--- src/rtl/nts_api_axi_bridge_pkg.sv ---
// rtl/nts_api_axi_bridge_pkg.sv - shared types and constants for the AXI4-Lite to nts_api bridge
package nts_api_axi_bridge_pkg;

    typedef enum logic [2:0] {
        ST_IDLE   = 3'd0,
        ST_ISSUE  = 3'd1,
        ST_WAIT   = 3'd2,
        ST_RESP_W = 3'd3,
        ST_RESP_R = 3'd4
    } state_e;

    localparam logic [1:0] RESP_OKAY   = 2'b00;
    localparam logic [1:0] RESP_SLVERR = 2'b10;

    localparam int API_ADDR_WIDTH = 12;

endpackage

--- src/rtl/nts_api_axi_bridge.sv ---
// rtl/nts_api_axi_bridge.sv - AXI4-Lite slave serialising host accesses onto the nts_api port
module nts_api_axi_bridge
    import nts_api_axi_bridge_pkg::*;
#(
    parameter int ADDR_WIDTH     = 14,
    parameter int TIMEOUT_CYCLES = 255
) (
    input  logic                      i_clk,
    input  logic                      i_areset,
    input  logic                      i_s_axi_awvalid,
    output logic                      o_s_axi_awready,
    input  logic [ADDR_WIDTH-1:0]     i_s_axi_awaddr,
    input  logic                      i_s_axi_wvalid,
    output logic                      o_s_axi_wready,
    input  logic [31:0]               i_s_axi_wdata,
    input  logic [3:0]                i_s_axi_wstrb,
    output logic                      o_s_axi_bvalid,
    input  logic                      i_s_axi_bready,
    output logic [1:0]                o_s_axi_bresp,
    input  logic                      i_s_axi_arvalid,
    output logic                      o_s_axi_arready,
    input  logic [ADDR_WIDTH-1:0]     i_s_axi_araddr,
    output logic                      o_s_axi_rvalid,
    input  logic                      i_s_axi_rready,
    output logic [31:0]               o_s_axi_rdata,
    output logic [1:0]                o_s_axi_rresp,
    output logic                      o_api_cs,
    output logic                      o_api_we,
    output logic [API_ADDR_WIDTH-1:0] o_api_address,
    output logic [31:0]               o_api_write_data,
    input  logic                      i_api_busy,
    input  logic [31:0]               i_api_read_data,
    input  logic                      i_api_read_data_valid
);

    localparam int CNT_WIDTH = $clog2(TIMEOUT_CYCLES + 1);
    // The last WAIT cycle is the one where the counter shows TIMEOUT_CYCLES-1,
    // so exactly TIMEOUT_CYCLES WAIT cycles elapse before the error response.
    localparam logic [CNT_WIDTH-1:0] CNT_LAST = CNT_WIDTH'(TIMEOUT_CYCLES - 1);
    localparam logic [CNT_WIDTH-1:0] CNT_MAX  = CNT_WIDTH'(TIMEOUT_CYCLES);

    state_e                    state_q, state_d;
    logic                      last_was_write_q, last_was_write_d;
    logic                      we_q, we_d;
    logic [API_ADDR_WIDTH-1:0] addr_q, addr_d;
    logic [31:0]               wdata_q, wdata_d;
    logic [31:0]               rdata_q, rdata_d;
    logic [1:0]                resp_q, resp_d;
    logic [CNT_WIDTH-1:0]      cnt_q, cnt_d;

    logic wr_elig, rd_elig, grant_w, grant_r;
    logic unused_addr_bits;

    assign unused_addr_bits = ^{i_s_axi_awaddr[1:0], i_s_axi_araddr[1:0]};

    // Round-robin: on a tie the opposite kind to the last granted access wins.
    assign wr_elig = i_s_axi_awvalid & i_s_axi_wvalid;
    assign rd_elig = i_s_axi_arvalid;
    assign grant_w = ~i_api_busy & wr_elig & (~rd_elig | ~last_was_write_q);
    assign grant_r = ~i_api_busy & rd_elig & (~wr_elig |  last_was_write_q);

    assign o_api_cs         = (state_q == ST_ISSUE);
    assign o_api_we         = we_q;
    assign o_api_address    = addr_q;
    assign o_api_write_data = wdata_q;
    assign o_s_axi_bvalid   = (state_q == ST_RESP_W);
    assign o_s_axi_rvalid   = (state_q == ST_RESP_R);
    assign o_s_axi_bresp    = resp_q;
    assign o_s_axi_rresp    = resp_q;
    assign o_s_axi_rdata    = rdata_q;

    // Request, response and timeout state registers; reset aborts any access in flight.
    always_ff @(posedge i_clk or posedge i_areset) begin
        if (i_areset) begin
            state_q          <= ST_IDLE;
            last_was_write_q <= 1'b0;
            we_q             <= 1'b0;
            addr_q           <= '0;
            wdata_q          <= '0;
            rdata_q          <= '0;
            resp_q           <= RESP_OKAY;
            cnt_q            <= '0;
        end else begin
            state_q          <= state_d;
            last_was_write_q <= last_was_write_d;
            we_q             <= we_d;
            addr_q           <= addr_d;
            wdata_q          <= wdata_d;
            rdata_q          <= rdata_d;
            resp_q           <= resp_d;
            cnt_q            <= cnt_d;
        end
    end

    // Next-state logic: accept in IDLE, strobe in ISSUE, wait for completion or timeout, respond.
    always_comb begin
        state_d          = state_q;
        last_was_write_d = last_was_write_q;
        we_d             = we_q;
        addr_d           = addr_q;
        wdata_d          = wdata_q;
        rdata_d          = rdata_q;
        resp_d           = resp_q;
        cnt_d            = cnt_q;
        o_s_axi_awready  = 1'b0;
        o_s_axi_wready   = 1'b0;
        o_s_axi_arready  = 1'b0;
        case (state_q)
            ST_IDLE: begin
                if (grant_w) begin
                    o_s_axi_awready  = 1'b1;
                    o_s_axi_wready   = 1'b1;
                    last_was_write_d = 1'b1;
                    if (i_s_axi_wstrb == 4'hF) begin
                        we_d    = 1'b1;
                        addr_d  = i_s_axi_awaddr[API_ADDR_WIDTH+1:2];
                        wdata_d = i_s_axi_wdata;
                        state_d = ST_ISSUE;
                    end else begin
                        // Partial writes are not supported by the register map.
                        resp_d  = RESP_SLVERR;
                        state_d = ST_RESP_W;
                    end
                end else if (grant_r) begin
                    o_s_axi_arready  = 1'b1;
                    last_was_write_d = 1'b0;
                    we_d             = 1'b0;
                    addr_d           = i_s_axi_araddr[API_ADDR_WIDTH+1:2];
                    state_d          = ST_ISSUE;
                end
            end
            ST_ISSUE: begin
                cnt_d   = '0;
                state_d = ST_WAIT;
            end
            ST_WAIT: begin
                if (i_api_read_data_valid) begin
                    resp_d = RESP_OKAY;
                    if (!we_q) begin
                        rdata_d = i_api_read_data;
                    end
                    state_d = we_q ? ST_RESP_W : ST_RESP_R;
                end else if (cnt_q == CNT_LAST) begin
                    resp_d  = RESP_SLVERR;
                    rdata_d = '0;
                    state_d = we_q ? ST_RESP_W : ST_RESP_R;
                end else if (cnt_q != CNT_MAX) begin
                    cnt_d = cnt_q + 1'b1;
                end
            end
            ST_RESP_W: begin
                if (i_s_axi_bready) begin
                    state_d = ST_IDLE;
                end
            end
            ST_RESP_R: begin
                if (i_s_axi_rready) begin
                    state_d = ST_IDLE;
                end
            end
            default: state_d = ST_IDLE;
        endcase
    end

endmodule
--- config.mk ---
export PLATFORM = sky130hd
export DESIGN_NAME = nts_api_axi_bridge
export DESIGN_NICKNAME = d
export VERILOG_FILES = /design/src/rtl/nts_api_axi_bridge_pkg.sv /design/src/rtl/nts_api_axi_bridge.sv
export SDC_FILE = /design/constraint.sdc
export NUM_CORES = 1
export LEC_CHECK = 0
export CAP_MARGIN = 15
export CORE_UTILIZATION = 44
export CTS_BUF_LIST = sky130_fd_sc_hd__clkbuf_16
export DETAILED_ROUTE_END_ITERATION = 8
export PLACE_DENSITY = 0.84
export SLEW_MARGIN = 10
export SYNTH_ARGS = -nofsm -noshare
export SYNTH_HDL_FRONTEND = slang
export SYNTH_SLANG_ARGS = --single-unit
export TNS_END_PERCENT = 100
--- constraint.sdc ---
create_clock -name i_clk -period 8.75 [get_ports i_clk]
set_input_delay 1.3125 -clock i_clk [delete_from_list [all_inputs] [get_ports i_clk]]
set_output_delay 1.3125 -clock i_clk [all_outputs]
set_load 0.01 [all_outputs]
== Yosys cells after proc, flatten, opt, wreduce, memory -nomap -nowiden ==
Cells that the tools add are included.

* Bits in registers: 91
* Latch bits: 0
* Memory bits (writable): 0
* Memory bits (read-only): 0
* Input port bits: 105
* Memories: 0

* $add $sub $neg: 1
* $mul: 0
* Div/mod/pow operators: 0
* $lt $le $gt $ge: 0
* Eq/ne operators: 18
* Shift-type cells: 0
* Mux-type cells: 33
* Bitwise gates (word level): 11
* Reductions and logical operators: 12

{| class="wikitable"
|+ Operator list
! cell !! count
|-
| $mux 32 || 3
|-
| $mux 12 || 3
|-
| $mux 8 || 3
|-
| $mux 3 || 7
|-
| $pmux 8 s2 || 1
|-
| $pmux 3 s5 || 1
|-
| $ne 2x2->1 const B || 6
|-
| $reduce_and 4->1 || 3
|-
| $mux 2 || 5
|-
| $mux 1 || 9
|-
| $reduce_and 3->1 || 3
|-
| $add 8x1->8 const B || 1
|-
| $eq 8x8->1 const B || 1
|-
| $ne 8x8->1 const B || 1
|-
| $reduce_bool 2->1 || 4
|-
| $eq 3x2->1 const B || 2
|-
| $ne 2x1->1 const B || 3
|-
| $ne 3x3->1 const B || 2
|-
| $and 1x1->1 || 5
|-
| $eq 4x4->1 const B || 1
|-
| $not 1->1 || 4
|-
| $pmux 2 s2 || 1
|-
| $eq 3x1->1 const B || 1
|-
| $eq 3x3->1 const B || 1
|-
| 3 further kinds || 4
|}

== Logic depth before layout (Yosys ltp) ==
Gate-level depths: netlist of the first run.

* Word-level depth: 7
* Depth in mapped cells: 7
* Depth with buffers taken out: 6

== Worst setup path before layout of the first run ==
Ideal clock, no wire load.

* Path kind: input-to-output
* From: input port i_s_axi_awvalid
* To: output port o_s_axi_arready
* Arrival time: 1,917 ps
* Data required time: 7,438 ps
* Path slack: 5,520 ps
* Stages on the path: 3
* Path buffers: 0
* Cell sequence: nand2_1 -> o21ai_0 -> nor3_1

* Cells in the longest elaborated chain, start to end: 7
* Elaborated cells on any way between the ends: 9
* Classes of those cells: 3 x mux; 6 x bitwise

{| class="wikitable"
|+ Ends and longest elaborated chain
! element !! RTL line !! text
|-
| start, declared || nts_api_axi_bridge.sv:10 || <nowiki>input logic i_s_axi_awvalid,</nowiki>
|-
| $and 1x1->1 * || nts_api_axi_bridge.sv:57 || <nowiki>assign wr_elig = i_s_axi_awvalid & i_s_axi_wvalid;</nowiki>
|-
| $not 1->1 || nts_api_axi_bridge.sv:60 || <nowiki>assign grant_r = ~i_api_busy & rd_elig & (~wr_elig | last_was_write_q);</nowiki>
|-
| $or 1x1->1 || nts_api_axi_bridge.sv:60 ||
|-
| $and 1x1->1 || nts_api_axi_bridge.sv:60 ||
|-
| $mux 1 || nts_api_axi_bridge.sv:124 || <nowiki>end else if (grant_r) begin</nowiki>
|-
| $mux 1 * || nts_api_axi_bridge.sv:110 || <nowiki>if (grant_w) begin</nowiki>
|-
| $mux 1 * || nts_api_axi_bridge.sv:108 || <nowiki>case (state_q)</nowiki>
|-
| end, declared || nts_api_axi_bridge.sv:21 || <nowiki>output logic o_s_axi_arready,</nowiki>
|}

Mark *: on every way between the ends. The rest lies on a longest branch, timed or not.

== Worst setup path after layout of the first run ==
Same ends and word-level chain as after synthesis.

==> impl_metrics.ini, run 1 <==
[outcome]
status = complete, no violations

[critical_path]
crit_chain = clkdlybuf4s50_1 > nand2_1 > o21ai_0 > nor3_1 > clkdlybuf4s50_1
cp.arrival_ps = 2970
critPathMaxStageDelay_ps = 610
worst-setup-path-type = in2out
timing.critical_path.from_type = primary input
r2r-start = state_q[1]$_DFFE_PP0P_
path_buf_inv = 2
cp_slowest_cell = clkdlybuf4s50_1
crit_path_frequent_cell = clkdlybuf4s50_1
end_kind = primary output
cp_top_family = buffers and inverters
cp-startpoint = i_s_axi_awvalid
cp_max_fo = 5
required_ps = 7440

[detailed_routing]
vias = 3025
postRouteAntennaNets = 0
viasPerCell = 5.26
wl_per_cell_um = 16.9
drc = 0
drt_wl_total_um = 9740
drtIter0Drc = 125
dr.pass1.iters = 4

[logic_synthesis]
synth_compound_area_frac = 0.120
yosys_warnings = 0
async_reset_ff_frac = 1.00
syn-cell-area_mm2 = 0.00400
synth_area_leader_cell = dfrtp_1
netlist_instances = 283
ys_types = 46
synth_flop_cell = dfrtp_1
synth.area.mux_share = 0.190
synth-edff-count = 0
yosys-top-cells-area = dfrtp_1 56%, mux2_4 11%, mux2_2 8.2%
synth_fa_ha_area_frac = 0.00625
syn-mean-instance-area_um2 = 14.1
synth-seq-cells = 90
synth_seq_area_share = 0.563
synth_top_area_share = 0.563
synth_xor_area_frac = 0
synth_top_family_by_area = multiplexers
synth_simple_gate_area_frac = 0.0710

[global_routing]
grt_max_degree = 91
grt_pass1_vias = 3257
antenna_found_initial = 0
grtUsageTotal = 0.211
overflow = 0
grt_pass1_wl_um = 16100

[cts]
cts_buffers = 9
root_buffer = clkbuf_16
cts-resized-gates = 0
cts_buffer_depth = 2
clock_sinks = 90
cts_tree = done
postCtsHoldBufs = 0
worst_skew_pair.late_latency_ps = 340
h-tree-depth = 3
cts_setup_buffers = 0
clk_pin_slew_worst_paths_ps = 70

[hold_path]
hp-start = o_s_axi_rdata[12]$_DFFE_PP0P_
hold_path.class = reg2reg

[place]
placed_cell_area_mm2 = 0.00584
hpwl_um = 6900
post-place-ws_ps = 4470
place_congestion = 0.770
port_buffers = 185

[sta]
worst_pin_slew_ps = 1150
clock.fmax_mhz = 234
rsz0062_at_grt = no
max_slew_margin = 0.235
slew_violations = 0
fin_worst_skew_ps = 14.4
setup_ws_ps = 4470
period_share = 0.489
hold_viol_final = 0
fin_setup_tns_ps = 0
finalSetupViolations = 0
fin_crit_ps = 4280

[pwr]
vdd_drop_max_uv = 142
power.density_mw_per_mm2 = 278
p_leak_nw = 2.77

[flow_run]
cap_violations = 0

[cells_and_area]
diodes = 0
n_fill_cell = 618
stdcell_area_mm2 = 0.00620
nNetsFinal = 569
drive_gt1_frac = 0.197
syn2layout_area_growth_pct = 55.0

[floorplanning]
ios = 192
core_area_mm2 = 0.00876
die_w_um = 97.4
std_cell_rows = 34
start_util = 0.457
dieArea_mm2 = 0.00948
die_h_um = 97.4
layout by cell type, fill, tap and decap left out, types with 5 or more instances in the layout:
cell	netlist	routed
clkdlybuf4s50_1	0	185
dfrtp_1	90	90
a22o_1	32	32
mux2_4	29	29
mux2_2	29	29
a21oi_1	9	9
clkbuf_16	0	9
nand2_1	8	8
o21ai_0	8	8
inv_1	6	5
or3_1	5	5
cells by family (layout without fill, tap and decap cells):
| kind of cell | Yosys count | count (layout) |
|---|---|---|
| other | 1 | 2 |
| AOI/OAI and AO/OA | 63 | 63 |
| and+or+nand+nor | 41 | 41 |
| muxes | 58 | 58 |
| buffers and inverters | 28 | 211 |
| DFF | 90 | 90 |
| adders and majority gates | 2 | 2 |
per-stage QoR:
stage          instances  hold WS, ps   util  power, mW
2_1_floorplan        284          502      -      0.963
3_3_place_gp         557          484  0.667       1.30
3_5_place_dp         557          482  0.667       1.32
4_1_cts              573          506  0.703       1.73
5_1_grt              575          521  0.708       1.81
6_report             575          501  0.708       1.72
cell usage after synthesis (2+ instances only):
cell type,count
clkbuf_1,5
nand4_1,2
or3_1,5
a21oi_1,9
and4_1,2
a211oi_1,2
nand2_1,8
ha_1,2
mux2_2,29
buf_4,5
nand3_1,3
a21o_1,2
nor3_1,4
buf_6,2
nor2b_1,2
dfrtp_1,90
inv_1,6
or2_2,2
o31ai_1,2
buf_12,3
mux2_4,29
a22o_1,32
o21ai_0,8
buf_2,7
state kept, by name (all words and copies together) (netlist names):
name	cells
o_api_write_data	32
o_s_axi_bresp	1
o_s_axi_rdata	32
cnt_q	8
o_api_address	12
o_api_we	1
state_q	3
last_was_write_q	1
power breakdown:
part,internal (mW),switching [mW],leakage (nW)
Sequential,0.551,0.0956,1.17
Combinational,0.418,0.256,1.44
Clock,0.230,0.175,0.156
Total,1.20,0.526,2.77
worst paths after layout:
path,endpoint,slack (ps),cells past startpoint
setup / recovery,o_s_axi_arready,4470,5
hold / removal,o_s_axi_rdata[12]$_DFFE_PP0P_,500,1
setup reg to reg,o_api_write_data[29]$_DFFE_PP0P_,6170,4
hold reg to reg,o_s_axi_rdata[12]$_DFFE_PP0P_,500,1
max in group asynchronous,o_api_write_data[23]$_DFFE_PP0P_,6790,4
min in group asynchronous,o_api_address[6]$_DFFE_PP0P_,1330,3
layout make-up:
cell class | count | area (um2) | share of cell area
Clock buffer | 9 | 225 | 0.0363
Clock inverter | 7 | 92.6 | 0.0149
Inverter | 6 | 23.8 | 0.00383
Multi-Input combinational cell | 166 | 1570 | 0.252
Sequential cell | 90 | 2250 | 0.363
Tap cell | 108 | 135 | 0.0218
Timing Repair Buffer | 189 | 1910 | 0.308
layer usage:
layer | track usage | vias up | share of wire
met1 | 0.253 | 1471 | 0.40
met4 | 0.0769 | 0 | 0.026
li1 | - | 1399 | -
met2 | 0.364 | 135 | 0.50
met5 | 0 | - | 0
met3 | 0.0547 | 20 | 0.070
Power figures use the tool's default switching activity.
==> run 2: changes to the inputs <==
--- a/config.mk
+++ b/config.mk
@@ -6,10 +6,10 @@
 export NUM_CORES = 1
 export LEC_CHECK = 0
 export CAP_MARGIN = 15
-export CORE_UTILIZATION = 44
+export CORE_UTILIZATION = 37
 export CTS_BUF_LIST = sky130_fd_sc_hd__clkbuf_16
 export DETAILED_ROUTE_END_ITERATION = 8
-export PLACE_DENSITY = 0.84
+export PLACE_DENSITY = 0.75
 export SLEW_MARGIN = 10
 export SYNTH_ARGS = -nofsm -noshare
 export SYNTH_HDL_FRONTEND = slang
==> constraint.sdc (replaced) <==
create_clock -name i_clk -period 3.7 [get_ports i_clk]
set_input_delay 0.555 -clock i_clk [delete_from_list [all_inputs] [get_ports i_clk]]
set_output_delay 0.555 -clock i_clk [all_outputs]
set_load 0.01 [all_outputs]
==> run 2 against run 1 <==
  * Via count is 0.26% higher
  * Largest cell class unchanged
  * Critical endpoint unchanged
  * Clock skew down 1.4 ps
  * Combinational power rose by 130%
  * Sequential share of layout area fell by 0.11 points
  * Critical path type unchanged
==> impl_metrics.ini, run 2 (synthesized netlist as in run 1, its figures left out) <==
[detailed_routing]
vias = 3033
viasPerCell = 5.02
wirelength_met1_um = 4270
drt_wl_total_um = 9790
drtIter0Drc = 130
postRouteAntennaNets = 0
dr.pass1.iters = 4
dr.max_layer_used = met4
wl_met3_um = 613
wl_met2_um = 4810
wl_per_cell_um = 16.2
drc = 0

[cells_and_area]
nNetsFinal = 570
stdcell_area_mm2 = 0.00622
final_common_cell = clkdlybuf4s50_1
diodes = 0
final_cell_mix = 185 x clkdlybuf4s50_1, 90 x dfrtp_1, 32 x a22o_1
syn2layout_area_growth_pct = 55.5
fin_cells = 604
drive_gt1_frac = 0.199

[cts]
cts-resized-gates = 0
worst_skew_pair.late_latency_ps = 340
cts_buffer_depth = 2
postCtsHoldBufs = 0
root_buffer = clkbuf_16
clock_sinks = 90
h-tree-depth = 3
clk_pin_slew_worst_paths_ps = 70
cts_tree = done
cts_setup_buffers = 0
cts_buffers = 9

[floorplanning]
die_w_um = 106
std_cell_rows = 37
dieArea_mm2 = 0.0112
ios = 192
die_h_um = 106
core_area_mm2 = 0.0104
start_util = 0.384

[place]
place_inst = 588
placed_cell_area_mm2 = 0.00591
place_congestion = 0.719
port_buffers = 185
hpwl_um = 7130

[pwr]
vdd_drop_max_uv = 322
power.density_mw_per_mm2 = 650
p_leak_nw = 2.77

[sta]
fin_worst_skew_ps = 13.0
worst_pin_slew_ps = 823
fin_crit_ps = 2790
slew_violations = 0
rsz0062_at_grt = no
max_slew_margin = 0.451
fin_setup_tns_ps = 0
finalSetupViolations = 0
clock.fmax_mhz = 358
period_share = 0.755
hold_viol_final = 0

[hold_path]
min_delay_path_depth = 1
hold_path.class = reg2reg

[global_routing]
antenna_found_initial = 0
grt_max_degree = 48
grtUsageTotal = 0.177
overflow = 0
grt_pass1_wl_um = 15800
grt_pass1_vias = 3137

[flow_run]
cap_violations = 0

[critical_path]
r2r_cells = 5
timing.critical_path.from_type = primary input
cp.arrival_ps = 2240
reg2reg_slack_ps = 1280
end_kind = primary output
required_ps = 3140
worst-setup-path-type = in2out
cp_max_fo = 5

[outcome]
status = complete, no violations
[run 2: worst paths after layout]
kind                                          startpoint                          endpoint
min in group asynchronous                       i_areset      o_api_address[6]$_DFFE_PP0P_
min                        o_s_axi_rdata[29]$_DFFE_PP0P_     o_s_axi_rdata[29]$_DFFE_PP0P_
min reg2reg                o_s_axi_rdata[29]$_DFFE_PP0P_     o_s_axi_rdata[29]$_DFFE_PP0P_
max in group asynchronous                       i_areset   o_api_write_data[8]$_DFFE_PP0P_
max reg2reg                       state_q[1]$_DFFE_PP0P_  o_api_write_data[24]$_DFFE_PP0P_
max                                       i_s_axi_wvalid                   o_s_axi_arready
[run 2: critical path, stage by stage]
cell and delay [ps]:
clkdlybuf4s50_1 430, nand2_1 180, o21ai_0 170, nor3_1 290, clkdlybuf4s50_1 610
[run 2: metal layers]
metal / global-route usage / up-vias
met5: 0 / -
met4: 0.0506 / 0
met3: 0.0356 / 10
met2: 0.295 / 124
met1: 0.235 / 1506
li1: - / 1393
[run 2: area by class of cell]
cell class | count | area [um2]
flip-flops and latches | 90 | 2250
repair buffers | 190 | 1900
fillers | 839 | 4190
well taps | 136 | 170
inverters | 6 | 23.8
multi-input cells | 166 | 1570
clock inverters | 7 | 83.8
clock buffers | 9 | 225
[run 2: power by group]
group	switching, mW	leakage (nW)	total (mW)	internal (mW)
clock network	0.405	0.149	0.940	0.536
registers	0.220	1.17	1.52	1.30
logic	0.594	1.44	1.58	0.986
total	1.22	2.77	4.04	2.82
[run 2: through the flow]
stage | worst slack, ps | hold WS (ps) | util | power (mW)
6_report | 907 | 500 | 0.597 | 4.04
5_1_grt | 791 | 517 | 0.597 | 4.26
4_1_cts | 865 | 505 | 0.597 | 4.09
3_5_place_dp | 915 | 481 | 0.568 | 3.12
3_3_place_gp | 961 | 482 | 0.568 | 3.09
2_1_floorplan | 810 | 502 | - | 2.28
